==> src/rtl/mult_seq_pkg.sv <==
// ---------------------------------------------------------------------------
// mult_seq_pkg
//  Shared definitions for the sequential shift-add multiplier:
//   - control FSM state encoding
//   - width helper for the iteration counter
//  No ports; imported by mult_seq and mult_seq_ctrl.
// ---------------------------------------------------------------------------
package mult_seq_pkg;

   typedef enum logic [1:0] {
      ST_IDLE = 2'd0,
      ST_RUN  = 2'd1,
      ST_DONE = 2'd2
   } state_e;

   // Counter width able to hold the values 0..width inclusive.
   function automatic int cnt_width(input int width);
      return $clog2(width + 1);
   endfunction

endpackage

==> src/rtl/mult_seq_ctrl.sv <==
// ---------------------------------------------------------------------------
// mult_seq_ctrl
//  Control FSM and iteration counter of the sequential multiplier.
//  Ports:
//   clk            in   clock, rising edge
//   rst_n          in   asynchronous active-low reset
//   start_i        in   operation request, accepted in IDLE and DONE
//   mplier_zero_i  in   multiplier bits above bit 0 are all zero
//   load_o         out  capture operands this cycle
//   step_o         out  perform one shift-add iteration this cycle
//   finish_o       out  this iteration is the last one; latch the result
//   busy_o         out  FSM is in RUN
//   done_o         out  FSM is in DONE (one-cycle pulse)
//   iters_o        out  iterations used, valid while finish_o is high
// ---------------------------------------------------------------------------
module mult_seq_ctrl
   import mult_seq_pkg::*;
#(
   parameter int WIDTH      = 16,
   parameter bit EARLY_EXIT = 1'b1,
   parameter int CW         = cnt_width(WIDTH)
) (
   input  logic          clk,
   input  logic          rst_n,
   input  logic          start_i,
   input  logic          mplier_zero_i,
   output logic          load_o,
   output logic          step_o,
   output logic          finish_o,
   output logic          busy_o,
   output logic          done_o,
   output logic [CW-1:0] iters_o
);

   localparam logic [CW-1:0] CNT_INIT = CW'(WIDTH);

   state_e        state_q, state_d;
   logic [CW-1:0] cnt_q, cnt_d;
   logic          last_s;

   // State and remaining-iteration counter registers.
   always_ff @(posedge clk or negedge rst_n) begin
      if (!rst_n) begin
         state_q <= ST_IDLE;
         cnt_q   <= '0;
      end else begin
         state_q <= state_d;
         cnt_q   <= cnt_d;
      end
   end

   // Next-state logic and datapath strobes.
   always_comb begin
      state_d  = state_q;
      cnt_d    = cnt_q;
      load_o   = 1'b0;
      step_o   = 1'b0;
      finish_o = 1'b0;
      // cnt_q still holds the pre-decrement value during the current step.
      iters_o  = CNT_INIT - cnt_q + CW'(1);
      last_s   = (cnt_q == CW'(1)) || ((EARLY_EXIT == 1'b1) && mplier_zero_i);

      case (state_q)
         ST_IDLE: begin
            if (start_i) begin
               load_o  = 1'b1;
               cnt_d   = CNT_INIT;
               state_d = ST_RUN;
            end else begin
               state_d = ST_IDLE;
            end
         end
         ST_RUN: begin
            step_o = 1'b1;
            cnt_d  = cnt_q - CW'(1);
            if (last_s) begin
               finish_o = 1'b1;
               state_d  = ST_DONE;
            end else begin
               state_d  = ST_RUN;
            end
         end
         ST_DONE: begin
            // A held start chains straight into the next operation.
            if (start_i) begin
               load_o  = 1'b1;
               cnt_d   = CNT_INIT;
               state_d = ST_RUN;
            end else begin
               state_d = ST_IDLE;
            end
         end
         default: begin
            state_d = ST_IDLE;
            cnt_d   = '0;
         end
      endcase
   end

   assign busy_o = (state_q == ST_RUN);
   assign done_o = (state_q == ST_DONE);

endmodule

==> src/rtl/mult_seq.sv <==
// ---------------------------------------------------------------------------
// mult_seq
//  Parametrised sequential shift-add multiplier with start/done handshake.
//  Full 2*WIDTH-bit product, runtime signed/unsigned mode, optional early
//  exit once the remaining multiplier bits are zero.
//  Ports:
//   clk          in   clock, rising edge
//   rst_n        in   asynchronous active-low reset
//   start        in   request, sampled while not busy
//   signed_mode  in   1: operands are two's complement (sampled with start)
//   a_in         in   multiplicand (sampled with start)
//   b_in         in   multiplier (sampled with start)
//   busy         out  operation in progress
//   done         out  one-cycle pulse, prod valid
//   prod         out  product, held until the next completion
//   iter_cnt     out  iterations used by the last operation
// ---------------------------------------------------------------------------
module mult_seq
   import mult_seq_pkg::*;
#(
   parameter int WIDTH      = 16,
   parameter bit EARLY_EXIT = 1'b1,
   parameter int CW         = cnt_width(WIDTH)
) (
   input  logic               clk,
   input  logic               rst_n,
   input  logic               start,
   input  logic               signed_mode,
   input  logic [WIDTH-1:0]   a_in,
   input  logic [WIDTH-1:0]   b_in,
   output logic               busy,
   output logic               done,
   output logic [2*WIDTH-1:0] prod,
   output logic [CW-1:0]      iter_cnt
);

   localparam int W2 = 2 * WIDTH;

   logic [W2-1:0]    mcand_q, mcand_d;
   logic [W2-1:0]    acc_q, acc_d;
   logic [W2-1:0]    prod_q, prod_d;
   logic [WIDTH-1:0] mplier_q, mplier_d;
   logic             neg_q, neg_d;
   logic [CW-1:0]    iter_q, iter_d;

   logic [WIDTH-1:0] a_mag_s, b_mag_s;
   logic [W2-1:0]    acc_next_s;
   logic             mplier_zero_s;
   logic             load_s, step_s, finish_s, busy_s, done_s;
   logic [CW-1:0]    iters_s;

   mult_seq_ctrl #(
      .WIDTH      (WIDTH),
      .EARLY_EXIT (EARLY_EXIT),
      .CW         (CW)
   ) u_ctrl (
      .clk           (clk),
      .rst_n         (rst_n),
      .start_i       (start),
      .mplier_zero_i (mplier_zero_s),
      .load_o        (load_s),
      .step_o        (step_s),
      .finish_o      (finish_s),
      .busy_o        (busy_s),
      .done_o        (done_s),
      .iters_o       (iters_s)
   );

   // Operand magnitudes; the most negative value maps to 2^(WIDTH-1),
   // which still fits the unsigned WIDTH-bit magnitude.
   assign a_mag_s = (signed_mode && a_in[WIDTH-1]) ? ({WIDTH{1'b0}} - a_in) : a_in;
   assign b_mag_s = (signed_mode && b_in[WIDTH-1]) ? ({WIDTH{1'b0}} - b_in) : b_in;

   // Accumulator value after the current iteration's conditional add.
   assign acc_next_s = acc_q + (mplier_q[0] ? mcand_q : {W2{1'b0}});

   // Multiplier after this iteration's shift would be zero.
   assign mplier_zero_s = (mplier_q[WIDTH-1:1] == {(WIDTH-1){1'b0}});

   // Datapath registers.
   always_ff @(posedge clk or negedge rst_n) begin
      if (!rst_n) begin
         mcand_q  <= '0;
         acc_q    <= '0;
         prod_q   <= '0;
         mplier_q <= '0;
         neg_q    <= 1'b0;
         iter_q   <= '0;
      end else begin
         mcand_q  <= mcand_d;
         acc_q    <= acc_d;
         prod_q   <= prod_d;
         mplier_q <= mplier_d;
         neg_q    <= neg_d;
         iter_q   <= iter_d;
      end
   end

   // Datapath next-state: operand capture, shift-add step, result latch.
   always_comb begin
      mcand_d  = mcand_q;
      acc_d    = acc_q;
      mplier_d = mplier_q;
      neg_d    = neg_q;
      prod_d   = prod_q;
      iter_d   = iter_q;

      if (load_s) begin
         mcand_d  = {{WIDTH{1'b0}}, a_mag_s};
         mplier_d = b_mag_s;
         acc_d    = {W2{1'b0}};
         neg_d    = signed_mode & (a_in[WIDTH-1] ^ b_in[WIDTH-1]);
      end else if (step_s) begin
         acc_d    = acc_next_s;
         mcand_d  = mcand_q << 1;
         mplier_d = mplier_q >> 1;
      end else begin
         acc_d    = acc_q;
      end

      // Negating a zero magnitude yields zero, so neg needs no special case.
      if (finish_s) begin
         prod_d = neg_q ? ({W2{1'b0}} - acc_next_s) : acc_next_s;
         iter_d = iters_s;
      end else begin
         prod_d = prod_q;
      end
   end

   assign busy     = busy_s;
   assign done     = done_s;
   assign prod     = prod_q;
   assign iter_cnt = iter_q;

endmodule
==> config.mk <==
export PLATFORM = sky130hd
export DESIGN_NAME = mult_seq
export DESIGN_NICKNAME = d
export VERILOG_FILES = /design/src/rtl/mult_seq_pkg.sv /design/src/rtl/mult_seq_ctrl.sv /design/src/rtl/mult_seq.sv
export SDC_FILE = /design/constraint.sdc
export NUM_CORES = 1
export LEC_CHECK = 0
export BUFFER_PORTS_ARGS = -buffer_cell sky130_fd_sc_hd__buf_2
export CAP_MARGIN = 20
export CORE_MARGIN = 1.5
export CORE_UTILIZATION = 61
export CTS_CLUSTER_DIAMETER = 60
export DETAILED_ROUTE_END_ITERATION = 7
export MAX_ROUTING_LAYER = met4
export PLACE_DENSITY = 0.8
export SLEW_MARGIN = 10
export SYNTH_ARGS = -nofsm -noshare
export SYNTH_HDL_FRONTEND = slang
export SYNTH_SLANG_ARGS = --single-unit
==> constraint.sdc <==
create_clock -name clk -period 4.9 [get_ports clk]
set_input_delay 0.98 -clock clk [delete_from_list [all_inputs] [get_ports clk]]
set_output_delay 0.98 -clock clk [all_outputs]
set_load 0.05 [all_outputs]
Word-level counts from Yosys, hierarchy flattened --
Cells that the tools add are included.
Storage, ports and cells: register bits after elaboration 125, bits of input ports 36, output and inout bits 39, logic and storage cells 48
Cells by class: add/sub/neg operators 7, equality and inequality tests 4, mux-type cells 20, bitwise operators 2, reductions and logical operators 7
Operators with widths (count):
- $mux 32 | 6
- $mux 16 | 4
- $add 32x32->32 | 1
- $sub 1x16->16 const A | 2
- $sub 1x32->32 const A | 1
- $logic_not 15->1 | 1
- $pmux 5 s2 | 1
- $mux 1 | 6
- $add 5x1->5 const B | 1
- $eq 5x1->1 const B | 1
- $mux 5 | 1
- $sub 5x1->5 const B | 1
- $sub 5x5->5 const A | 1
- $pmux 2 s2 | 1
- $eq 2x1->1 const B | 1
- $eq 2x2->1 const B | 1
- $logic_and 1x1->1 | 2
- $logic_not 2->1 | 1
- $mux 2 | 1
- $ne 2x1->1 const B | 1
- $reduce_bool 2->1 | 1
- $reduce_or 2->1 | 1
- $and 1x1->1 | 1
- $logic_or 1x1->1 | 1
- $xor 1x1->1 | 1

Logic depth before layout (Yosys ltp) --
Gate-level depths: netlist of run 1.
word-level depth 4, mapped depth 14, depth with buffers taken out 13

By module --
A second synthesis of run 1 with hierarchy kept.
Second synthesis, totals: cell total of the unflattened synthesis 993, area, all modules 8769.7 um^2
By module, submodules not included:
- mult_seq | instances 1, cells an instance 945, area an instance 8330.5 um^2
- mult_seq_ctrl | instances 1, cells an instance 48, area an instance 439.2 um^2

Least setup slack after synthesis of run 1 --
Ideal clock, no wire load.
path type register -> register, start point reg mplier_q[0], end point reg prod_q[28], in the netlist prod[28], setup time 0.122 ns, arrival time 3.944 ns, required time 4.778 ns, path slack 0.834 ns, stages on the path, launching flop included 15, buffers on the path 1, path through dfrtp_1 > clkbuf_1 > and2_1 > ha_1 > fa_1 > a211oi_2 > o21ai_1 > a22o_1 > or3_1 > a222oi_1 > nand4b_1 > or4b_4 > o41ai_1 > xor2_1 > o21ai_1
On the way: cells in the longest elaborated chain, start to end 4
Ends and longest elaborated chain:
- start: declaration | line mult_seq.sv:42 | logic [WIDTH-1:0] mplier_q, mplier_d;
- start signal: assignment | line mult_seq.sv:93 | mplier_q <= mplier_d;
- $mux 32 * | line mult_seq.sv:75 | assign acc_next_s = acc_q + (mplier_q[0] ? mcand_q : {W2{1'b0}});
- $add 32x32->32 * | line mult_seq.sv:75
- $sub 1x32->32 | line mult_seq.sv:123 | prod_d = neg_q ? ({W2{1'b0}} - acc_next_s) : acc_next_s;
- $mux 32 * | line mult_seq.sv:123
- end signal: assignment | line mult_seq.sv:92 | prod_q <= prod_d;
- end: declaration | line mult_seq.sv:41 | logic [W2-1:0] prod_q, prod_d;
Every way passes the cells marked *; elsewhere a longest branch is shown, timed or not. A chain may end at the register's enable or synchronous reset.

Worst setup path after layout of run 1 --
start point reg mplier_q[0], end point reg prod_q[30], in the netlist prod[30]
Same word-level chain as after synthesis.

==> impl_metrics.csv, run 1 <==
group,metric,value,unit
drt,num_vias,7101,
cells_and_area,drive_gt1_frac,0.144,
cells_and_area,multi_input_area,0.00479,mm2
drt,ant_nets,0,
timing,rsz0062_at_grt,"false",
drt,viasPerCell,6.11,
drt,drt_wl_total,19700,um
yosys,synth.net_count,993,
global_route,grt.overflow.total,0,
timing,tightestPinTransition,1.11,ns
worst_setup_path,setup.worst_path.start_class,"register",
global_route,grt_max_degree,75,
cells_and_area,layout_commonest_cell,"dfrtp_1",
yosys,synth_area_leader_cell,"dfrtp_1",
yosys,synth_area_leaders,"dfrtp_1 (38%), o21ai_0 (6.3%), xor2_1 (5.6%)",
die,coreArea,0.0132,mm2
die,initial_core_util,0.624,
worst_setup_path,r2r_end,"prod[30]$_DFFE_PN0P_",
yosys,ys.flop_type,"dfrtp_1",
cells_and_area,final_cell_count_no_fill,1162,
die,die_x,119,um
yosys,yosys_warnings,0,
yosys,synth_area,0.00824,mm2
clocking,cts_sinks,125,
clocking,clkTransAtPathRegs,0.06,ns
flow_run,cap_violations,0,
yosys,synth_top_area_share,0.380,
timing,fin_crit_sh,0.906,
worst_setup_path,cp_common_cell,"o21ai_1",
clocking,cts_setup_buffers,0,
timing,timing.setup.tns,0,ns
min_path,hold_class,"register to register",
die,io_pins,75,
place,port_buffers,74,
worst_setup_path,critPathMaxStageDelay,0.59,ns
drt,firstDrtPassIters,5,
worst_setup_path,crit_type,"register to register",
min_path,holdPathEnd,"u_ctrl.cnt_q[4]$_DFFE_PN0P_",
drt,wl_per_cell,17.0,um
global_route,grt_pass1_wl,33500,um
cells_and_area,finalInstanceArea,0.00928,mm2
timing,clock_skew,0.0109,ns
worst_setup_path,timing.rr.start,"mplier_q[0]$_DFFE_PN0P_",
cells_and_area,layout_common_cells,"dfrtp_1 (125), nand2_1 (120), o21ai_0 (103)",
yosys,synth_seq_area_share,0.380,
yosys,async_flop_share,1.00,
status,status,"finished clean",
worst_setup_path,cp.required,5.19,ns
timing,setup_viol,0,
timing,period_needed,4.44,ns
clocking,postCtsHoldBufs,0,
worst_setup_path,cp_data_arrival_time,4.73,ns
die,die_y,119,um
worst_setup_path,r2r_cells,13,
yosys,avgSynthCellArea,8.96,um2
place,dpl_cell_area,0.00865,mm2
pwr,p_per_area,748,mW/mm2
yosys,netlist_instances,919,
cells_and_area,fillCellCount,1094,
min_path,hold_depth,1,
clocking,cts-root-buf,"clkbuf_16",
drt,drt_iter0_markers,564,
place,gp_congestion,0.944,
global_route,grtUsageTotal,0.305,
global_route,antenna_found_initial,0,
clocking,cts_buffer_depth,2,
clocking,clk_latency,0.43,ns
yosys,synth_seq_cells,125,
clocking,post_cts_resized,0,
timing,max_freq,0.225,GHz
worst_setup_path,r2r_setup_slack,0.46,ns
cells_and_area,ff_latch_area,0.00313,mm2
place,dp.cells,1130,
pwr,p_total,6.95,mW
cells_and_area,synthToLayoutAreaGrowth,12.7,%
clocking,cts_tree,"yes",
worst_setup_path,crit_chain,"and2_1 -> ha_1 -> fa_1 -> a211oi_2 -> o21ai_1 -> a22o_1 -> or3_1 -> a222oi_1 -> nand4b_1 -> or4b_4 -> o41ai_1 -> xor2_1 -> o21ai_1",
worst_setup_path,critPathCaptureType,"register",
clocking,htreeDepth,4,
pwr,ir_drop,0.369,mV
global_route,grt_pass1_vias,6806,
worst_setup_path,crit_fanout,11,
cells_and_area,diodes,0,
worst_setup_path,crit_path_start,"mplier_q[0]$_DFFE_PN0P_",
place,place_hpwl,14100,um
timing,drv_slew,0,
die,die_area,0.0142,mm2
pwr,p_leak,4.21,nW
yosys,synth_edf_count,0,
cells_and_area,final_util,0.704,
timing,slew_headroom,0.257,
min_path,worstHoldStart,"u_ctrl.state_q[1]$_DFF_PN0_",
drt,drc,0,
timing,hold_viol_final,0,
die,num_rows,42,
clocking,numCtsBuffers,17,
yosys,ys_types,78,
cells_and_area,nets,1047,
worst_setup_path,critPathSlowestCell,"or4b_4",
[worst max-delay path: cells and delay by family, from the launching register on]
family                   cells  cell delay (ns)
AO/OA/AOI/OAI                6             1.59
AND/OR/NAND/NOR              4             1.37
XOR/XNOR                     1             0.18
flip-flops                   1             0.47
adder cells (fa/ha/maj)      2             0.67
[area by class of cell]
type,count,area share
multi-input cells,729,0.516
flip-flops and latches,125,0.337
repair buffers,84,0.0483
inverters,16,0.00647
clock buffers,20,0.0481
clock inverters,12,0.0201
well taps,176,0.0237
[registers in the layout, indices dropped and copies added (netlist names)]
name	flops
acc_q	32
mcand_q	32
prod	32
mplier_q	16
iter_cnt	5
u_ctrl.cnt_q	5
u_ctrl.state_q	2
neg_q	1
[kinds of logic after synthesis]
kind of cell,Yosys count,synth area share
compound gates,314,0.255
xor+xnor,86,0.0914
fa+ha+maj,38,0.0586
buf+inv,65,0.0395
flops,125,0.380
mux,1,0.00122
simple gates,290,0.174
[Yosys cell counts (3+ instances only)]
cell        n
a211oi_1    6
a21o_1     10
a21oi_1    44
a22o_1     41
a22oi_1    30
a31oi_1     7
and2_1     36
and3_1      6
and4_1      4
buf_6       6
clkbuf_1   36
clkbuf_8    3
dfrtp_1   125
ha_1       37
inv_1      15
nand2_1   121
nand2b_1    5
nand3_1    15
nand4_1     6
nor2_1     42
nor2b_1     3
nor3_1     13
nor4_1      3
o211ai_1    5
o21ai_0   103
o21ai_1     6
o31ai_1    17
o41ai_1     7
or2_2       3
or3_1      14
or4_1       4
xnor2_1    33
xor2_1     53
[per-stage QoR]
step / hold slack, ns / setup slack, ns
6_report: 0.465 / 0.461
4_1_cts: 0.467 / 0.488
3_3_place_gp: 0.454 / 0.694
3_5_place_dp: 0.458 / 0.580
5_1_grt: 0.502 / 0.142
2_1_floorplan: 0.429 / 0.834
[where the power goes]
group	total [mW]	internal, mW	switching (mW)
clock	1.36	0.869	0.494
sequential	1.86	1.48	0.373
combinational	3.73	1.34	2.39
total	6.95	3.69	3.26
[how the worst max path moves through the flow]
stage	end	slack, ns	cells past startpoint
CTS	prod[30]$_DFFE_PN0P_	0.49	13
global placement	prod[30]$_DFFE_PN0P_	0.69	13
global route	prod[30]$_DFFE_PN0P_	0.14	12
floorplan	prod[28]$_DFFE_PN0P_	0.83	14
finish	prod[30]$_DFFE_PN0P_	0.46	13
detailed placement	prod[30]$_DFFE_PN0P_	0.58	13
[layer usage]
| layer | vias up | track usage | share of wire |
|---|---|---|---|
| li1 | 3479 | - | - |
| met1 | 3377 | 0.416 | 0.46 |
| met2 | 225 | 0.473 | 0.46 |
| met3 | 20 | 0.0546 | 0.067 |
| met4 | 0 | 0.0783 | 0.012 |
| met5 | - | - | 0 |
Note: power is estimated with default switching activity, not from simulation.
==> inputs of run 2 (changes only) <==
--- a/config.mk
+++ b/config.mk
@@ -5,6 +5,7 @@
 export SDC_FILE = /design/constraint.sdc
 export NUM_CORES = 1
 export LEC_CHECK = 0
+export ABC_AREA = 1
 export BUFFER_PORTS_ARGS = -buffer_cell sky130_fd_sc_hd__buf_2
 export CAP_MARGIN = 20
 export CORE_MARGIN = 1.5
@@ -12,7 +13,8 @@
 export CTS_CLUSTER_DIAMETER = 60
 export DETAILED_ROUTE_END_ITERATION = 7
 export MAX_ROUTING_LAYER = met4
-export PLACE_DENSITY = 0.8
+export PLACE_DENSITY = 0.79
+export SKIP_CTS_REPAIR_TIMING = 1
 export SLEW_MARGIN = 10
 export SYNTH_ARGS = -nofsm -noshare
 export SYNTH_HDL_FRONTEND = slang
==> run 2 against run 1 <==
Critical path depth up 5. First-iteration DRC count is 43% higher. Worst setup slack better by 0.76 ns. Synthesized area increased by 11%. Die area rose by 11%. Final area grew 11%. Cell count grew 41%. Combinational power up 17%. Critical path type unchanged.
==> impl_metrics.csv, run 2 <==
group,metric,value,unit
status,status,"finished clean",
cells_and_area,layout_common_cells,"nand2_1 (439), inv_1 (235), nand3_1 (129)",
timing,drv_slew,0,
drt,drt_wl_total,25300,um
cells_and_area,drive_gt1_frac,0.102,
yosys,ys_types,39,
yosys,synth_area_leaders,"dfrtp_1 (34%), nand2_1 (18%), inv_1 (9.7%)",
pwr,p_leak,5.74,nW
die,io_pins,75,
worst_setup_path,r2r_cells,18,
timing,rsz0062_at_grt,"false",
clocking,cts_sinks,125,
clocking,numCtsBuffers,17,
flow_run,cap_violations,0,
worst_setup_path,critPathTopFamily,"simple AND/OR/NAND/NOR gates",
yosys,synth_top_area_share,0.341,
drt,num_vias,9222,
global_route,grt.overflow.total,0,
worst_setup_path,cp_data_arrival_time,3.99,ns
worst_setup_path,timing.rr.start,"mplier_q[0]$_DFFE_PN0P_",
timing,timing.setup.tns,0,ns
worst_setup_path,r2r_setup_slack,1.22,ns
pwr,ir_drop,0.612,mV
timing,clock_skew,0.0101,ns
yosys,yosys_warnings,0,
place,place_ws,1.28,ns
cells_and_area,final_util,0.704,
cells_and_area,nets,1513,
global_route,met1_usage,0.460,
clocking,cts_tree,"yes",
worst_setup_path,critPathMaxStageDelay,0.74,ns
timing,finalWorstSetupSlack,1.22,ns
global_route,grt_max_degree,94,
cells_and_area,diodes,0,
cells_and_area,final_cell_count_no_fill,1636,
yosys,ys.flop_type,"dfrtp_1",
yosys,synth_common_cells,"nand2_1 (440), inv_1 (236), nand3_1 (129), dfrtp_1 (125), nor2_1 (76)",
timing,tightestPinTransition,1.02,ns
die,coreArea,0.0146,mm2
timing,period_needed,3.68,ns
die,die_area,0.0158,mm2
timing,max_freq,0.272,GHz
drt,drt_iter0_markers,809,
min_path,worstHoldStart,"iter_cnt[3]$_DFFE_PN0P_",
yosys,synth_area_leader_cell,"dfrtp_1",
die,num_rows,44,
cells_and_area,synthToLayoutAreaGrowth,11.9,%
yosys,netlist_instances,1382,
pwr,p_per_area,727,mW/mm2
cells_and_area,layout_commonest_cell,"nand2_1",
drt,ant_nets,0,
place,port_buffers,74,
die,initial_core_util,0.629,
die,die_x,126,um
worst_setup_path,path_buf_inv,1,
worst_setup_path,setup.worst_path.start_class,"register",
global_route,grtUsageTotal,0.343,
drt,firstDrtPassIters,8,
drt,drc,0,
global_route,antenna_found_initial,0,
clocking,htreeDepth,4,
worst_setup_path,crit_chain,"nand2_1 -> inv_1 -> ha_1 -> fa_1 -> nand3_1 -> nand3_1 -> nand2_1 -> nand2_2 -> xnor2_1 -> nand2_1 -> nor2_4 -> nand2_2 -> nor2_4 -> nand3_1 -> nand2_1 -> nand3_1 -> nand3_1 -> nand2_1",
global_route,busiest_layer,"met2",
min_path,hold_depth,2,
timing,fin_crit_sh,0.750,
yosys,synth_edf_count,0,
worst_setup_path,crit_path_start,"mplier_q[0]$_DFFE_PN0P_",
clocking,cts-root-buf,"clkbuf_16",
worst_setup_path,cp.required,5.22,ns
worst_setup_path,r2r_end,"prod[29]$_DFFE_PN0P_",
yosys,avgSynthCellArea,6.64,um2
place,dp.cells,1604,
global_route,grt.met2_usage,0.519,
global_route,grt_pass1_wl,42000,um
yosys,async_flop_share,1.00,
clocking,cts_buffer_depth,2,
global_route,use_met3,0.0777,
yosys,synth_area,0.00918,mm2
yosys,synth_seq_area_share,0.341,
yosys,synth_most_common_cell,"nand2_1",
clocking,clkTransAtPathRegs,0.06,ns
clocking,clk_latency,0.43,ns
die,die_y,126,um
worst_setup_path,critPathSlowestCell,"dfrtp_1",
drt,wl_per_cell,15.5,um
place,place_hpwl,18700,um
place,gp_congestion,1.02,
timing,slew_headroom,0.318,
yosys,synth.net_count,1456,
worst_setup_path,crit_fanout,33,
drt,viasPerCell,5.64,
global_route,grt_pass1_vias,8714,
min_path,holdPathEnd,"iter_cnt[3]$_DFFE_PN0P_",
timing,hold_viol_final,0,
worst_setup_path,critPathCaptureType,"register",
min_path,hold_class,"register to register",
worst_setup_path,crit_type,"register to register",
yosys,synth_seq_cells,125,
timing,setup_viol,0,
==> run 2: per-stage QoR <==
stage / power [mW] / area (um2) / hold WS (ns)
2_1_floorplan: 5.02 / 9180 / 0.459
3_3_place_gp: 6.00 / 9680 / 0.459
3_5_place_dp: 6.09 / 9680 / 0.461
4_1_cts: 7.39 / 10300 / 0.479
5_1_grt: 8.03 / 10300 / 0.500
6_report: 7.46 / 10300 / 0.474
==> run 2: logic make-up after synthesis <==
kind of cell	synth area share
AND/OR/NAND/NOR	0.334
buffers and inverters	0.115
AO/OA/AOI/OAI	0.117
flip-flops	0.341
XOR/XNOR	0.0401
adder cells (fa/ha/maj)	0.0526
==> run 2: where the power goes <==
part           switching [mW]  total, mW  leakage [nW]  internal, mW
clock network           0.545       1.27         0.275         0.729
logic                    3.09       4.37          3.89          1.27
registers               0.321       1.82          1.58          1.50
==> run 2: cell type report <==
cell class	instances	area (um2)
Multi-Input combinational cell	975	4990
Sequential cell	125	3130
Timing Repair Buffer	80	430
Clock inverter	14	144
Tap cell	184	230
Fill cell	1268	4320
Inverter	240	901
Clock buffer	18	439
==> run 2: how the worst max path moves through the flow <==
stage | endpoint | cells past startpoint | slack [ns]
finish | prod[29]$_DFFE_PN0P_ | 18 | 1.22
floorplan | prod[29]$_DFFE_PN0P_ | 21 | 1.92
CTS | prod[29]$_DFFE_PN0P_ | 18 | 1.26
detailed placement | prod[29]$_DFFE_PN0P_ | 18 | 1.28
global placement | prod[29]$_DFFE_PN0P_ | 18 | 1.40
global route | prod[30]$_DFFE_PN0P_ | 19 | 0.93
==> run 2: metal layers <==
layer	vias to the layer above	wire [um]
li1	4526	-
met1	4257	11200
met2	396	11200
met3	43	2390
met4	0	501
met5	-	0
==> run 2: worst register-to-register path: stages, from the launching register on <==
cell     delay, ns
dfrtp_1       0.74
nand2_1       0.19
inv_1         0.06
ha_1          0.23
fa_1          0.48
nand3_1       0.11
nand3_1       0.15
nand2_1       0.12
nand2_2       0.12
xnor2_1       0.30
nand2_1       0.15
nor2_4        0.12
nand2_2       0.09
nor2_4        0.21
nand3_1       0.13
nand2_1       0.12
nand3_1       0.11
nand3_1       0.09
nand2_1       0.07
==> inputs of run 3 (changes only) <==
==> constraint.sdc (replaced) <==
create_clock -name clk -period 3.6 [get_ports clk]
set_input_delay 0.72 -clock clk [delete_from_list [all_inputs] [get_ports clk]]
set_output_delay 0.72 -clock clk [all_outputs]
set_load 0.05 [all_outputs]
==> run 3 against run 2 <==
Final area grew 0.46%. Power is 36% higher. First-iteration DRC count is 6.3% lower. Fmax up 11%. Utilization rose by 0.33 points. Sequential share of layout area shrank 0.13 points. Via count barely moved. Worst hold slack got worse by 0.091 ns. Clock-buffer cell count did not move. Clock power grew 31%. Die area did not move. Non-clock buffer count is 4 higher.
==> impl_metrics.csv, run 3 (synthesized netlist as in run 2, its figures left out) <==
group,metric,value,unit
drt,ant_nets,0,
cells_and_area,multi_input_area,0.00500,mm2
place,gp_congestion,1.00,
timing,worst_hold_slack,0.383,ns
timing,hold_viol_final,0,
worst_setup_path,r2r_setup_slack,0.30,ns
timing,max_freq,0.303,GHz
cells_and_area,diodes,0,
clocking,htreeDepth,4,
die,io_pins,75,
timing,drv_slew,0,
worst_setup_path,r2r_end,"prod[27]$_DFFE_PN0P_",
global_route,grt_pass1_wl,41900,um
clocking,clkTransAtPathRegs,0.06,ns
die,coreArea,0.0146,mm2
global_route,grt_max_degree,126,
timing,clock_skew,0.00743,ns
clocking,clk_latency,0.42,ns
cells_and_area,nets,1517,
global_route,grtUsageTotal,0.341,
drt,wl_per_cell,15.4,um
drt,viasPerCell,5.63,
worst_setup_path,cp.required,3.91,ns
timing,fin_crit_sh,0.916,
timing,rsz0062_at_grt,"false",
worst_setup_path,setup.worst_path.start_class,"register",
cells_and_area,final_cell_count_no_fill,1640,
place,port_buffers,74,
worst_setup_path,crit_fanout,12,
worst_setup_path,timing.rr.start,"mplier_q[0]$_DFFE_PN0P_",
worst_setup_path,r2r_cells,19,
timing,setup_viol,0,
drt,drc,0,
global_route,grt.overflow.total,0,
pwr,ir_drop,0.740,mV
cells_and_area,drive_gt1_frac,0.107,
die,die_area,0.0158,mm2
global_route,antenna_found_initial,0,
timing,slew_headroom,0.485,
pwr,p_per_area,983,mW/mm2
pwr,p_leak,5.78,nW
global_route,grt_pass1_vias,8430,
timing,timing.setup.tns,0,ns
clocking,cts_sinks,125,
worst_setup_path,cp_data_arrival_time,3.61,ns
place,dp.cells,1608,
cells_and_area,layout_common_cells,"nand2_1 (439), inv_1 (235), nand3_1 (129)",
die,initial_core_util,0.629,
die,die_x,126,um
clocking,numCtsBuffers,17,
drt,drt_iter0_markers,758,
min_path,hold_class,"input port to async pin",
cells_and_area,layout_commonest_cell,"nand2_1",
cells_and_area,finalInstanceArea,0.0103,mm2
worst_setup_path,crit_type,"register to register",
worst_setup_path,critPathCaptureType,"register",
place,dpl_cell_area,0.00974,mm2
cells_and_area,ff_latch_area,0.00313,mm2
drt,num_vias,9229,
timing,period_needed,3.30,ns
die,die_y,126,um
drt,firstDrtPassIters,8,
clocking,cts_buffer_depth,2,
die,num_rows,44,
flow_run,cap_violations,0,
place,place_hpwl,18900,um
timing,tightestPinTransition,0.772,ns
cells_and_area,synthToLayoutAreaGrowth,12.4,%
cells_and_area,fillCellCount,1259,
status,status,"finished clean",
clocking,cts-root-buf,"clkbuf_16",
clocking,cts_tree,"yes",
drt,drt_wl_total,25300,um
-- run 3: cell types whose count changed in the layout (fill, tap and decap cells not counted), moves of 2 or more --
cell / change
clkinv_4: +2
clkinv_2: +2
clkinvlp_4: -4
nor2_2: +2
nor2_1: -2
buf_4: +2
buf_12: +2
-- run 3: per-layer routing --
metal,GRT usage,up-vias,routed length [um]
met5,-,-,0
met4,0.0896,0,527
met3,0.0624,53,1960
met2,0.502,380,11000
met1,0.488,4263,11800
li1,-,4533,-
-- run 3: final cells by class --
cell class,instances,share of cell area
multi-input cells,975,0.485
flip-flops and latches,125,0.303
inverters,240,0.0874
repair buffers,84,0.0471
clock buffers,18,0.0426
well taps,184,0.0223
clock inverters,14,0.0119
-- run 3: critical path, cell delays in order, from the launching register on --
cell and delay, ns:
dfrtp_2 0.48, nand2_1 0.09, inv_1 0.04, ha_1 0.24, fa_1 0.48, or2_1 0.28, nand2_2 0.11, inv_2 0.06
nor2_4 0.08, nand3_1 0.07, nor2_1 0.23, nand2_1 0.14, nor2_4 0.11, nand2_2 0.08, nor2_4 0.22, nand3_2 0.13
nand2_2 0.11, nand3_1 0.08, nand3_1 0.09, nand2_1 0.06
-- run 3: how the worst max path moves through the flow --
| stage | startpoint | endpoint | slack, ns | cells past startpoint |
|---|---|---|---|---|
| detailed placement | mplier_q[0]$_DFFE_PN0P_ | prod[31]$_DFFE_PN0P_ | 0.35 | 19 |
| CTS | mplier_q[0]$_DFFE_PN0P_ | prod[27]$_DFFE_PN0P_ | 0.30 | 19 |
| global placement | mplier_q[0]$_DFFE_PN0P_ | prod[25]$_DFFE_PN0P_ | 0.45 | 19 |
| finish | mplier_q[0]$_DFFE_PN0P_ | prod[27]$_DFFE_PN0P_ | 0.30 | 19 |
| global route | mplier_q[0]$_DFFE_PN0P_ | prod[29]$_DFFE_PN0P_ | 0.05 | 20 |
| floorplan | mplier_q[0]$_DFFE_PN0P_ | prod[29]$_DFFE_PN0P_ | 0.62 | 21 |
-- run 3: report_power, final --
group	switching [mW]	internal (mW)
clock	0.731	0.927
sequential	0.392	2.05
combinational	4.26	1.78
total	5.38	4.76
-- run 3: metrics by stage --
step	setup slack, ns	utilization	power [mW]
2_1_floorplan	0.625	-	6.83
3_3_place_gp	0.446	0.667	8.21
3_5_place_dp	0.353	0.667	8.31
4_1_cts	0.301	0.706	10.0
5_1_grt	0.0533	0.707	10.9
6_report	0.302	0.707	10.1
